[config.mk]
export PLATFORM = sky130hd
export DESIGN_NAME = cache_lookup_ctrl_flat
export DESIGN_NICKNAME = d
export VERILOG_FILES = /design/src/rtl/cache_lookup_ctrl_if.sv /design/src/rtl/cache_lookup_ctrl.sv /design/src/flat_wrapper.sv
export SDC_FILE = /design/constraint.sdc
export NUM_CORES = 1
export LEC_CHECK = 0
export CORE_MARGIN = 1.5
export CORE_UTILIZATION = 45
export DETAILED_ROUTE_END_ITERATION = 8
export PLACE_DENSITY_LB_ADDON = 0.12
export SETUP_SLACK_MARGIN = 0.5
export SLEW_MARGIN = 15
export SYNTH_ARGS = -nofsm -noshare
export SYNTH_HDL_FRONTEND = slang
export SYNTH_SLANG_ARGS = --single-unit
[constraint.sdc]
create_clock -name clk -period 2.99 [get_ports clk]
set_input_delay 0.598 -clock clk [delete_from_list [all_inputs] [get_ports clk]]
set_output_delay 0.598 -clock clk [all_outputs]
set_load 0.05 [all_outputs]
[src/rtl/cache_lookup_ctrl_if.sv]
// rtl/cache_lookup_ctrl_if.sv - request, response and refill signals of cache_lookup_ctrl
interface cache_lookup_ctrl_if #(
    parameter int ADDR_W   = 16,
    parameter int INDEX_W  = 5,
    parameter int OFFSET_W = 5,
    parameter int BYTE_W   = 2
);
    localparam int TAG_W  = ADDR_W - INDEX_W - OFFSET_W;
    localparam int WSEL_W = OFFSET_W - BYTE_W;

    logic                req_valid;
    logic                req_ready;
    logic [ADDR_W-1:0]   req_addr;
    logic                inv_all;
    logic                resp_valid;
    logic                resp_hit;
    logic [TAG_W-1:0]    resp_tag;
    logic [INDEX_W-1:0]  resp_index;
    logic [WSEL_W-1:0]   resp_word_sel;
    logic [BYTE_W-1:0]   resp_byte_off;
    logic                mem_req_valid;
    logic                mem_req_ready;
    logic [ADDR_W-1:0]   mem_req_addr;
    logic                fill_done;

    modport master (
        output req_valid, req_addr, inv_all, mem_req_ready, fill_done,
        input  req_ready, resp_valid, resp_hit, resp_tag, resp_index,
               resp_word_sel, resp_byte_off, mem_req_valid, mem_req_addr
    );

    modport slave (
        input  req_valid, req_addr, inv_all, mem_req_ready, fill_done,
        output req_ready, resp_valid, resp_hit, resp_tag, resp_index,
               resp_word_sel, resp_byte_off, mem_req_valid, mem_req_addr
    );
endinterface

[src/rtl/cache_lookup_ctrl.sv]
// rtl/cache_lookup_ctrl.sv - registered direct-mapped cache lookup with line-refill handshake
// Optional hit/miss counters are built when CACHE_STATS_EN is defined.
module cache_lookup_ctrl #(
    parameter int ADDR_W   = 16,
    parameter int INDEX_W  = 5,
    parameter int OFFSET_W = 5,
    parameter int BYTE_W   = 2
) (
    input  logic               clk,
    input  logic               rst,
    cache_lookup_ctrl_if.slave bus
`ifdef CACHE_STATS_EN
    ,
    output logic [15:0]        hit_cnt,
    output logic [15:0]        miss_cnt
`endif
);
    localparam int TAG_W  = ADDR_W - INDEX_W - OFFSET_W;
    localparam int WSEL_W = OFFSET_W - BYTE_W;
    localparam int LINES  = 1 << INDEX_W;

    typedef enum logic [2:0] {IDLE, LOOKUP, MISS_REQ, MISS_WAIT, RESP} state_t;

    state_t              state_q, state_d;
    logic [ADDR_W-1:0]   addr_q;
    logic [LINES-1:0]    valid_q;
    logic [TAG_W-1:0]    tag_store [LINES];
    logic                resp_hit_q;
    logic [TAG_W-1:0]    resp_tag_q;
    logic [INDEX_W-1:0]  resp_index_q;
    logic [WSEL_W-1:0]   resp_word_sel_q;
    logic [BYTE_W-1:0]   resp_byte_off_q;

    logic [TAG_W-1:0]    tag_a;
    logic [INDEX_W-1:0]  idx_a;
    logic                accept, lookup_hit, fill_fire, resp_load;

    assign tag_a      = addr_q[ADDR_W-1 -: TAG_W];
    assign idx_a      = addr_q[OFFSET_W +: INDEX_W];
    assign accept     = bus.req_valid && (state_q == IDLE) && !bus.inv_all;
    assign lookup_hit = valid_q[idx_a] && (tag_store[idx_a] == tag_a);
    assign fill_fire  = (state_q == MISS_WAIT) && bus.fill_done;
    assign resp_load  = ((state_q == LOOKUP) && lookup_hit) || fill_fire;

    always_comb begin
        state_d = state_q;
        case (state_q)
            IDLE:      if (accept) state_d = LOOKUP;
            LOOKUP:    state_d = lookup_hit ? RESP : MISS_REQ;
            MISS_REQ:  if (bus.mem_req_ready) state_d = MISS_WAIT;
            MISS_WAIT: if (bus.fill_done) state_d = RESP;
            RESP:      state_d = IDLE;
            default:   state_d = IDLE;
        endcase
    end

    always_ff @(posedge clk) begin
        if (rst) begin
            state_q         <= IDLE;
            addr_q          <= '0;
            valid_q         <= '0;
            resp_hit_q      <= 1'b0;
            resp_tag_q      <= '0;
            resp_index_q    <= '0;
            resp_word_sel_q <= '0;
            resp_byte_off_q <= '0;
        end else begin
            state_q <= state_d;
            if (accept) addr_q <= bus.req_addr;
            if ((state_q == IDLE) && bus.inv_all) valid_q <= '0;
            else if (fill_fire) valid_q[idx_a] <= 1'b1;
            // Response fields only move when a response is produced, so they hold between pulses.
            if (resp_load) begin
                resp_hit_q      <= (state_q == LOOKUP);
                resp_tag_q      <= tag_a;
                resp_index_q    <= idx_a;
                resp_word_sel_q <= addr_q[BYTE_W +: WSEL_W];
                resp_byte_off_q <= addr_q[BYTE_W-1:0];
            end
        end
    end

    // Tag contents are meaningless until the matching valid bit is set, so no reset here.
    always_ff @(posedge clk) begin
        if (fill_fire) tag_store[idx_a] <= tag_a;
    end

`ifdef CACHE_STATS_EN
    always_ff @(posedge clk) begin
        if (rst) begin
            hit_cnt  <= '0;
            miss_cnt <= '0;
        end else if (state_q == RESP) begin
            if (resp_hit_q) begin
                if (hit_cnt != 16'hFFFF) hit_cnt <= hit_cnt + 16'd1;
            end else begin
                if (miss_cnt != 16'hFFFF) miss_cnt <= miss_cnt + 16'd1;
            end
        end
    end
`endif

    assign bus.req_ready     = (state_q == IDLE) && !bus.inv_all;
    assign bus.resp_valid    = (state_q == RESP);
    assign bus.resp_hit      = resp_hit_q;
    assign bus.resp_tag      = resp_tag_q;
    assign bus.resp_index    = resp_index_q;
    assign bus.resp_word_sel = resp_word_sel_q;
    assign bus.resp_byte_off = resp_byte_off_q;
    assign bus.mem_req_valid = (state_q == MISS_REQ);
    assign bus.mem_req_addr  = {addr_q[ADDR_W-1:OFFSET_W], {OFFSET_W{1'b0}}};
endmodule

[src/flat_wrapper.sv]
// flat-port wrapper written by rule: the top's interface ports become plain ports
module cache_lookup_ctrl_flat 
#(
    parameter int ADDR_W   = 16,
    parameter int INDEX_W  = 5,
    parameter int OFFSET_W = 5,
    parameter int BYTE_W   = 2
)
  (clk, rst, bus_req_valid, bus_req_addr, bus_inv_all, bus_mem_req_ready, bus_fill_done, bus_req_ready, bus_resp_valid, bus_resp_hit, bus_resp_tag, bus_resp_index, bus_resp_word_sel, bus_resp_byte_off, bus_mem_req_valid, bus_mem_req_addr);
  cache_lookup_ctrl_if #(.ADDR_W(ADDR_W), .INDEX_W(INDEX_W), .OFFSET_W(OFFSET_W), .BYTE_W(BYTE_W)) bus_i ();
  input  logic clk;
  input  logic rst;
  input wire logic [$bits(bus_i.req_valid)-1:0] bus_req_valid;
  input wire logic [$bits(bus_i.req_addr)-1:0] bus_req_addr;
  input wire logic [$bits(bus_i.inv_all)-1:0] bus_inv_all;
  input wire logic [$bits(bus_i.mem_req_ready)-1:0] bus_mem_req_ready;
  input wire logic [$bits(bus_i.fill_done)-1:0] bus_fill_done;
  output wire logic [$bits(bus_i.req_ready)-1:0] bus_req_ready;
  output wire logic [$bits(bus_i.resp_valid)-1:0] bus_resp_valid;
  output wire logic [$bits(bus_i.resp_hit)-1:0] bus_resp_hit;
  output wire logic [$bits(bus_i.resp_tag)-1:0] bus_resp_tag;
  output wire logic [$bits(bus_i.resp_index)-1:0] bus_resp_index;
  output wire logic [$bits(bus_i.resp_word_sel)-1:0] bus_resp_word_sel;
  output wire logic [$bits(bus_i.resp_byte_off)-1:0] bus_resp_byte_off;
  output wire logic [$bits(bus_i.mem_req_valid)-1:0] bus_mem_req_valid;
  output wire logic [$bits(bus_i.mem_req_addr)-1:0] bus_mem_req_addr;
  assign bus_i.req_valid = bus_req_valid;
  assign bus_i.req_addr = bus_req_addr;
  assign bus_i.inv_all = bus_inv_all;
  assign bus_i.mem_req_ready = bus_mem_req_ready;
  assign bus_i.fill_done = bus_fill_done;
  assign bus_req_ready = bus_i.req_ready;
  assign bus_resp_valid = bus_i.resp_valid;
  assign bus_resp_hit = bus_i.resp_hit;
  assign bus_resp_tag = bus_i.resp_tag;
  assign bus_resp_index = bus_i.resp_index;
  assign bus_resp_word_sel = bus_i.resp_word_sel;
  assign bus_resp_byte_off = bus_i.resp_byte_off;
  assign bus_mem_req_valid = bus_i.mem_req_valid;
  assign bus_mem_req_addr = bus_i.mem_req_addr;
  cache_lookup_ctrl #(.ADDR_W(ADDR_W), .INDEX_W(INDEX_W), .OFFSET_W(OFFSET_W), .BYTE_W(BYTE_W)) u_core (.clk(clk), .rst(rst), .bus(bus_i));
endmodule
==> flow_summary.yaml, run 1 <==
global_routing:
  gr-usage-met2_pct: 36.5
  grt_pass1_wl_um: 37600
  gr-usage-all-layers_pct: 21.2
  grt-busiest-layer: "met2"
  antenna_found_initial: 0
  use_met1_pct: 29.0
  grt_pass1_vias: 6036
  grt_util_met3_pct: 2.64
  grt-ovfl-total: 0
  grt_max_degree: 39
critical_path:
  critPathArrivalTime_ns: 3.13
  crit_type: "reg -> reg"
  timing.critical_path.to_type: "register"
  path_buf_inv: 2
  cp_max_fo: 17
  slowest_stage: "mux4_2"
  worst_path_largest_cell_delay_ns: 0.48
  rrSetupSlack_ns: 0.30
  cpLargestDelayFamily: "multiplexers"
  required_ns: 3.43
  worstSetupStartpointType: "register"
  path_cells: "buf_12 -> mux4_2 -> mux4_2 -> mux2i_1 -> xnor2_1 -> nor2_1 -> and4_4 -> a21oi_4 -> buf_12 -> mux2i_1"
timing:
  finalMaxSlewViolations: 0
  min_period_ns: 2.69
  slew_headroom_pct: 41.0
  hold_slack_ns: 0.458
  fin_setup_tns_ns: 0
  finalCritPeriodShare_pct: 90.1
  tightest_slew_ns: 0.884
  rsz0062_at_grt: "yes"
  timing.final.hold_violations: 0
  final.setup_skew_ns: 0.0166
  setup_viol: 0
  max_freq_mhz: 371
route:
  firstDrtPassIters: 6
  wire_per_inst_um: 22.5
  drtAntennaViolNets: 0
  num_vias: 5975
  drc: 0
  viasPerCell: 5.41
  totalWireLength_um: 24800
  drt_iter0_drc: 481
clock_tree:
  clkSlewWorstSetupHoldPaths_ns: 0.06
  cts_tree: "done"
  cts.sinks: 265
  cts_root_buf: "clkbuf_16"
  htree_num_levels: 1
  clk_latency_ns: 0.53
  cts.path.max_buffers: 3
  numCtsBuffers: 26
  cts_hold_buf: 0
final_layout:
  multi_input_area_sq_mm: 0.00309
  fillCellCount: 1800
  seq_area_sq_mm: 0.00724
  drive_gt1_share_pct: 22.8
  area_delta_synth_final_pct: 21.0
  nets: 793
  stdcell_area_sq_mm: 0.0128
  antenna_cells: 0
synth:
  synth.top_cell.area_share_pct: 54.7
  synth_top_family_by_area: "multiplexers"
  netlist_area_sq_mm: 0.0105
  async_reset_ff_share_pct: 0
  yosysMostFrequentCell: "edfxtp_1"
  synth_cell_types: 38
  postSynthAreaPerCell_sq_um: 15.6
  yosys_warnings: 0
  synth_simple_gate_area_share_pct: 7.85
  synth-adder-area-share_pct: 0
  synth_compound_area_share_pct: 5.59
  synth_area_leaders: "edfxtp_1, dfxtp_1, mux4_2"
  synth_ff_type: "edfxtp_1"
  synth_edf_count: 192
  synthMuxAreaShare_pct: 14.3
  syn_inst: 676
  ys_seq_elements: 265
  synthXorXnorAreaFrac_pct: 0.499
  yosysSeqAreaShare_pct: 68.6
  synth.top_cells.by_count: "edfxtp_1, dfxtp_1, mux2i_1"
  synth_top_area_cell: "edfxtp_1"
floorplan:
  initial_core_util_pct: 46.3
  rows: 55
  die_area_sq_mm: 0.0243
  die_h_um: 156
  ios: 58
  die_x_um: 156
  core-area_sq_mm: 0.0228
placed_design:
  port_buffers: 52
  post_dp_cell_area_sq_mm: 0.0116
  gp_congestion: 0.834
  hpwl_um: 16700
hold_path:
  hold_path.class: "reg -> reg"
power_and_ir_drop:
  total_leakage_power_nw: 4.41
  p_per_area_mw_per_mm2: 626
  ir_drop_uv: 394
flow_run:
  maxCapViolCount: 0
status:
  status: "finished clean"
-- worst paths after layout --
kind                                                    start                                       end  cells past startpoint
worst max-delay path                                 register  u_core.bus.resp_word_sel[1]$_SDFFE_PP0P_                     10
worst min-delay path            u_core.addr_q[3]$_SDFFE_PP0P_             u_core.addr_q[3]$_SDFFE_PP0P_                      2
worst max register to register                       register  u_core.bus.resp_word_sel[1]$_SDFFE_PP0P_                     10
worst min register to register  u_core.addr_q[3]$_SDFFE_PP0P_             u_core.addr_q[3]$_SDFFE_PP0P_                      2
-- what timing repair did --
action,in CTS,in global routing
pin swaps,1,0
gates resized for setup,27,12
endpoints found under the setup margin,25,24
setup buffers,7,0
endpoints found under the hold margin,0,0
gates cloned,2,0
-- layer usage --
| metal | vias to the layer above | part of all wire (%) |
|---|---|---|
| li1 | 2731 | - |
| met1 | 3046 | 43 |
| met2 | 163 | 50 |
| met3 | 35 | 4.7 |
| met4 | 0 | 1.6 |
| met5 | - | 0 |
-- kinds of logic (layout without fill, tap and decap cells) --
logic type             after synthesis  after routing
AO/OA/AOI/OAI                       86             86
XOR/XNOR                             6              6
buffers and inverters               54            165
flip-flops                         265            265
multiplexers                        96             96
other                                1              5
AND/OR/NAND/NOR                    168            168
-- tightest hold or removal path, cell delays in order, from the launching register on --
cell and delay, ns:
dfxtp_1 0.31, nand2_1 0.05, a21oi_1 0.05
-- cell usage in the layout, fill, tap and decap left out, types with 3 or more instances in the layout --
| master | netlist | final |
|---|---|---|
| o22ai_4 | 0 | 3 |
| bufinv_16 | 0 | 3 |
| nor2_1 | 40 | 40 |
| clkbuf_1 | 23 | 6 |
| or2_2 | 5 | 5 |
| nand2b_1 | 40 | 40 |
| clkbuf_8 | 0 | 4 |
| nand2_1 | 51 | 51 |
| dfxtp_1 | 73 | 69 |
| mux4_2 | 42 | 43 |
| buf_12 | 0 | 6 |
| buf_4 | 20 | 59 |
| mux2i_1 | 53 | 53 |
| clkinv_1 | 0 | 3 |
| dlymetal6s2s_1 | 0 | 3 |
| o22ai_1 | 13 | 7 |
| clkdlybuf4s50_1 | 0 | 38 |
| nor3b_1 | 3 | 3 |
| clkbuf_16 | 0 | 28 |
| nand3_1 | 6 | 6 |
| and2_1 | 4 | 3 |
| edfxtp_1 | 192 | 192 |
| nor2b_1 | 6 | 6 |
| a22oi_1 | 8 | 8 |
| o21a_1 | 32 | 32 |
| dlygate4sd2_1 | 0 | 4 |
| clkinv_2 | 0 | 3 |
| o22ai_2 | 0 | 3 |
| xnor2_1 | 6 | 6 |
| conb_1 | 1 | 5 |
| a21oi_1 | 22 | 20 |
-- power breakdown --
group          leakage, nW  total (mW)  internal [mW]  switching, mW
logic                 1.56       0.584          0.245          0.339
registers             2.41        4.01           3.96         0.0495
clock network        0.440        3.38           2.06           1.33
total                 4.41        7.98           6.27           1.72
-- metrics by stage --
| stage | util (%) | power (mW) | instances | worst slack (ns) |
|---|---|---|---|---|
| floorplan | - | 4.47 | 680 | 0.236 |
| global placement | 51.0 | 4.63 | 1047 | 0.184 |
| detailed placement | 51.0 | 4.64 | 1047 | 0.132 |
| CTS | 56.0 | 8.05 | 1104 | 0.268 |
| global route | 56.0 | 8.23 | 1104 | 0.154 |
| finish | 56.0 | 7.98 | 1104 | 0.297 |
-- flip-flops by register name, indices dropped and copies added (netlist names), named ones only --
signal	flops
u_core.bus.resp_byte_off	2
u_core.bus.resp_index	5
u_core.bus.resp_word_sel	3
u_core.tag_store	192
u_core.bus.resp_tag	6
u_core.valid_q	32
u_core.state_q	3
u_core.addr_q	16
u_core.bus.resp_hit	1
-- final cells by class --
cell class	count	share of cell area [%]
Clock buffer	38	6.10
Clock inverter	10	0.951
Multi-Input combinational cell	361	24.2
Sequential cell	265	56.7
Tap cell	313	3.07
Timing Repair Buffer	117	8.91
Note: power is estimated with default switching activity, not from simulation.
==> run 2: changes to the inputs <==
Settings changed: CAP_MARGIN set to 20, SETUP_SLACK_MARGIN 0.5 to 0.3.
==> run 2 against run 1 <==
  * Core utilization up 0.088 points
  * Via count up 1.1%
  * Total power down 1.4%
==> flow_summary.yaml, run 2 (same netlist as run 1, synthesis figures left out) <==
status:
  status: "finished clean"
timing:
  rsz0062_at_grt: "yes"
  setup_slack_ns: 0.207
  finalMaxSlewViolations: 0
  tightest_slew_ns: 0.694
  finalCritPeriodShare_pct: 93.1
  final.setup_skew_ns: 0.0143
  timing.final.hold_violations: 0
  max_freq_mhz: 359
  slew_headroom_pct: 53.7
  setup_viol: 0
  fin_setup_tns_ns: 0
  min_period_ns: 2.78
critical_path:
  rrSetupSlack_ns: 0.21
  timing.critical_path.to_type: "register"
  rr_endpoint: "u_core.bus.resp_word_sel[0]$_SDFFE_PP0P_"
  worstSetupStartpointType: "register"
  crit_type: "reg -> reg"
  required_ns: 3.44
  critPathArrivalTime_ns: 3.23
  worst_path_largest_cell_delay_ns: 0.56
  rr_worst_depth: 10
  path_buf_inv: 2
  path_cells: "buf_12 -> mux4_2 -> o22ai_4 -> nor4_1 -> xnor2_1 -> and3_1 -> and4_4 -> a21oi_4 -> buf_12 -> mux2i_2"
  cp_max_fo: 13
  cpLargestDelayFamily: "multiplexers"
  crit_top_cell: "buf_12"
  slowest_stage: "mux4_2"
flow_run:
  maxCapViolCount: 0
floorplan:
  initial_core_util_pct: 46.3
  die_area_sq_mm: 0.0243
  die_x_um: 156
  core-area_sq_mm: 0.0228
  rows: 55
  die_h_um: 156
  ios: 58
final_layout:
  regMostFlops: "u_core.tag_store"
  layout_common_cells: "edfxtp_1, dfxtp_1, buf_4, mux2i_1, nand2_1"
  area_delta_synth_final_pct: 21.2
  finalNonFillerCells: 1107
  antenna_cells: 0
  nets: 795
  mostFrequentLayoutCell: "edfxtp_1"
  fillCellCount: 1817
  drive_gt1_share_pct: 23.4
  utilization_pct: 56.1
  reg_top3: "u_core.tag_store (192), u_core.valid_q (32), u_core.addr_q (16)"
  largest_register_ffs: 192
route:
  wire_per_inst_um: 22.4
  drtAntennaViolNets: 0
  viasPerCell: 5.46
  drc: 0
  num_vias: 6043
  drt_iter0_drc: 461
  firstDrtPassIters: 5
  totalWireLength_um: 24800
hold_path:
  hold_path_depth: 2
  whs_endpoint: "u_core.addr_q[3]$_SDFFE_PP0P_"
  hold_path.class: "reg -> reg"
  hp-start: "u_core.addr_q[3]$_SDFFE_PP0P_"
power_and_ir_drop:
  p_seq_share_pct: 51.0
  power_frac_comb_pct: 7.6
  total_leakage_power_nw: 4.36
  p_int_mw: 6.10
  p_per_area_mw_per_mm2: 616
  netSwitchingFraction_pct: 22.5
  p_sw_mw: 1.77
  ir_drop_uv: 475
  clockPowerShare_pct: 41.4
global_routing:
  grt_pass1_wl_um: 37200
  antenna_found_initial: 1
  grt_pass1_vias: 6095
  grt_max_degree: 39
  grt-ovfl-total: 0
  gr-usage-all-layers_pct: 20.8
clock_tree:
  cts.path.max_buffers: 3
  cts_root_buf: "clkbuf_16"
  htree_num_levels: 1
  clkSlewWorstSetupHoldPaths_ns: 0.06
  numCtsBuffers: 27
  clk_latency_ns: 0.53
  cts.sinks: 265
  cts_tree: "done"
placed_design:
  port_buffers: 52
  gp_congestion: 0.816
  hpwl_um: 16700
  pre_cts_ws_ns: 0.0683
  dp_cells: 1048
==> run 2: final cells by class <==
| type | count | area, sq um | share of cell area (%) |
|---|---|---|---|
| multi-input combinational | 361 | 3100 | 24.2 |
| clock buffer | 31 | 711 | 5.56 |
| timing repair buffer | 118 | 1180 | 9.25 |
| clock inverter | 19 | 159 | 1.24 |
| tap | 313 | 392 | 3.07 |
| sequential | 265 | 7240 | 56.6 |
==> run 2: power groups by stage <==
stage	logic [mW]	clock network, mW	registers [mW]
after global routing	0.642	3.48	4.01
after detailed placement	0.552	0	4.09
after global placement	0.544	0	4.09
after floorplan	0.385	0	4.08
final	0.599	3.26	4.01
after CTS	0.579	3.33	4.01
==> run 2: per-layer routing <==
metal	up-vias	track usage (%)	routed length (um)	share of wire, %
met2	197	33.5	11800	47
met4	2	7.71	799	3.2
met3	50	3.94	1400	5.7
met1	3051	28.3	10800	44
met5	-	0	13	0.052
li1	2743	-	-	-
==> run 2: through the flow <==
step	instance area [sq um]	hold slack, ns	power (mW)
5_1_grt	12800	0.478	8.14
6_report	12800	0.460	7.87
3_3_place_gp	11600	0.441	4.64
4_1_cts	12600	0.461	7.93
3_5_place_dp	11600	0.453	4.64
2_1_floorplan	10600	0.435	4.47
==> run 2: repair_timing <==
action / in CTS / in global routing
hold buffers: 0 / 0
cloned: 2 / 2
endpoints found under the setup margin: 22 / 18
gates resized for setup: 17 / 11
setup buffers: 1 / 4
pin swaps: 0 / 3
==> run 2: how the worst max path moves through the flow <==
stage | endpoint | slack, ns | cells after the start
6_report | u_core.bus.resp_word_sel[0]$_SDFFE_PP0P_ | 0.21 | 10
5_1_grt | u_core.bus.resp_byte_off[0]$_SDFFE_PP0P_ | 0.12 | 11
4_1_cts | u_core.bus.resp_word_sel[0]$_SDFFE_PP0P_ | 0.20 | 10
3_5_place_dp | u_core.bus.resp_word_sel[0]$_SDFFE_PP0P_ | 0.07 | 10
3_3_place_gp | u_core.bus.resp_tag[5]$_SDFFE_PP0P_ | 0.15 | 10
2_1_floorplan | u_core.bus.resp_byte_off[0]$_SDFFE_PP0P_ | 0.24 | 11
==> run 2: worst min-delay path, cell delays in order, from the launching register on <==
cell	delay, ns
dfxtp_1	0.31
nand2_1	0.05
a21oi_1	0.05
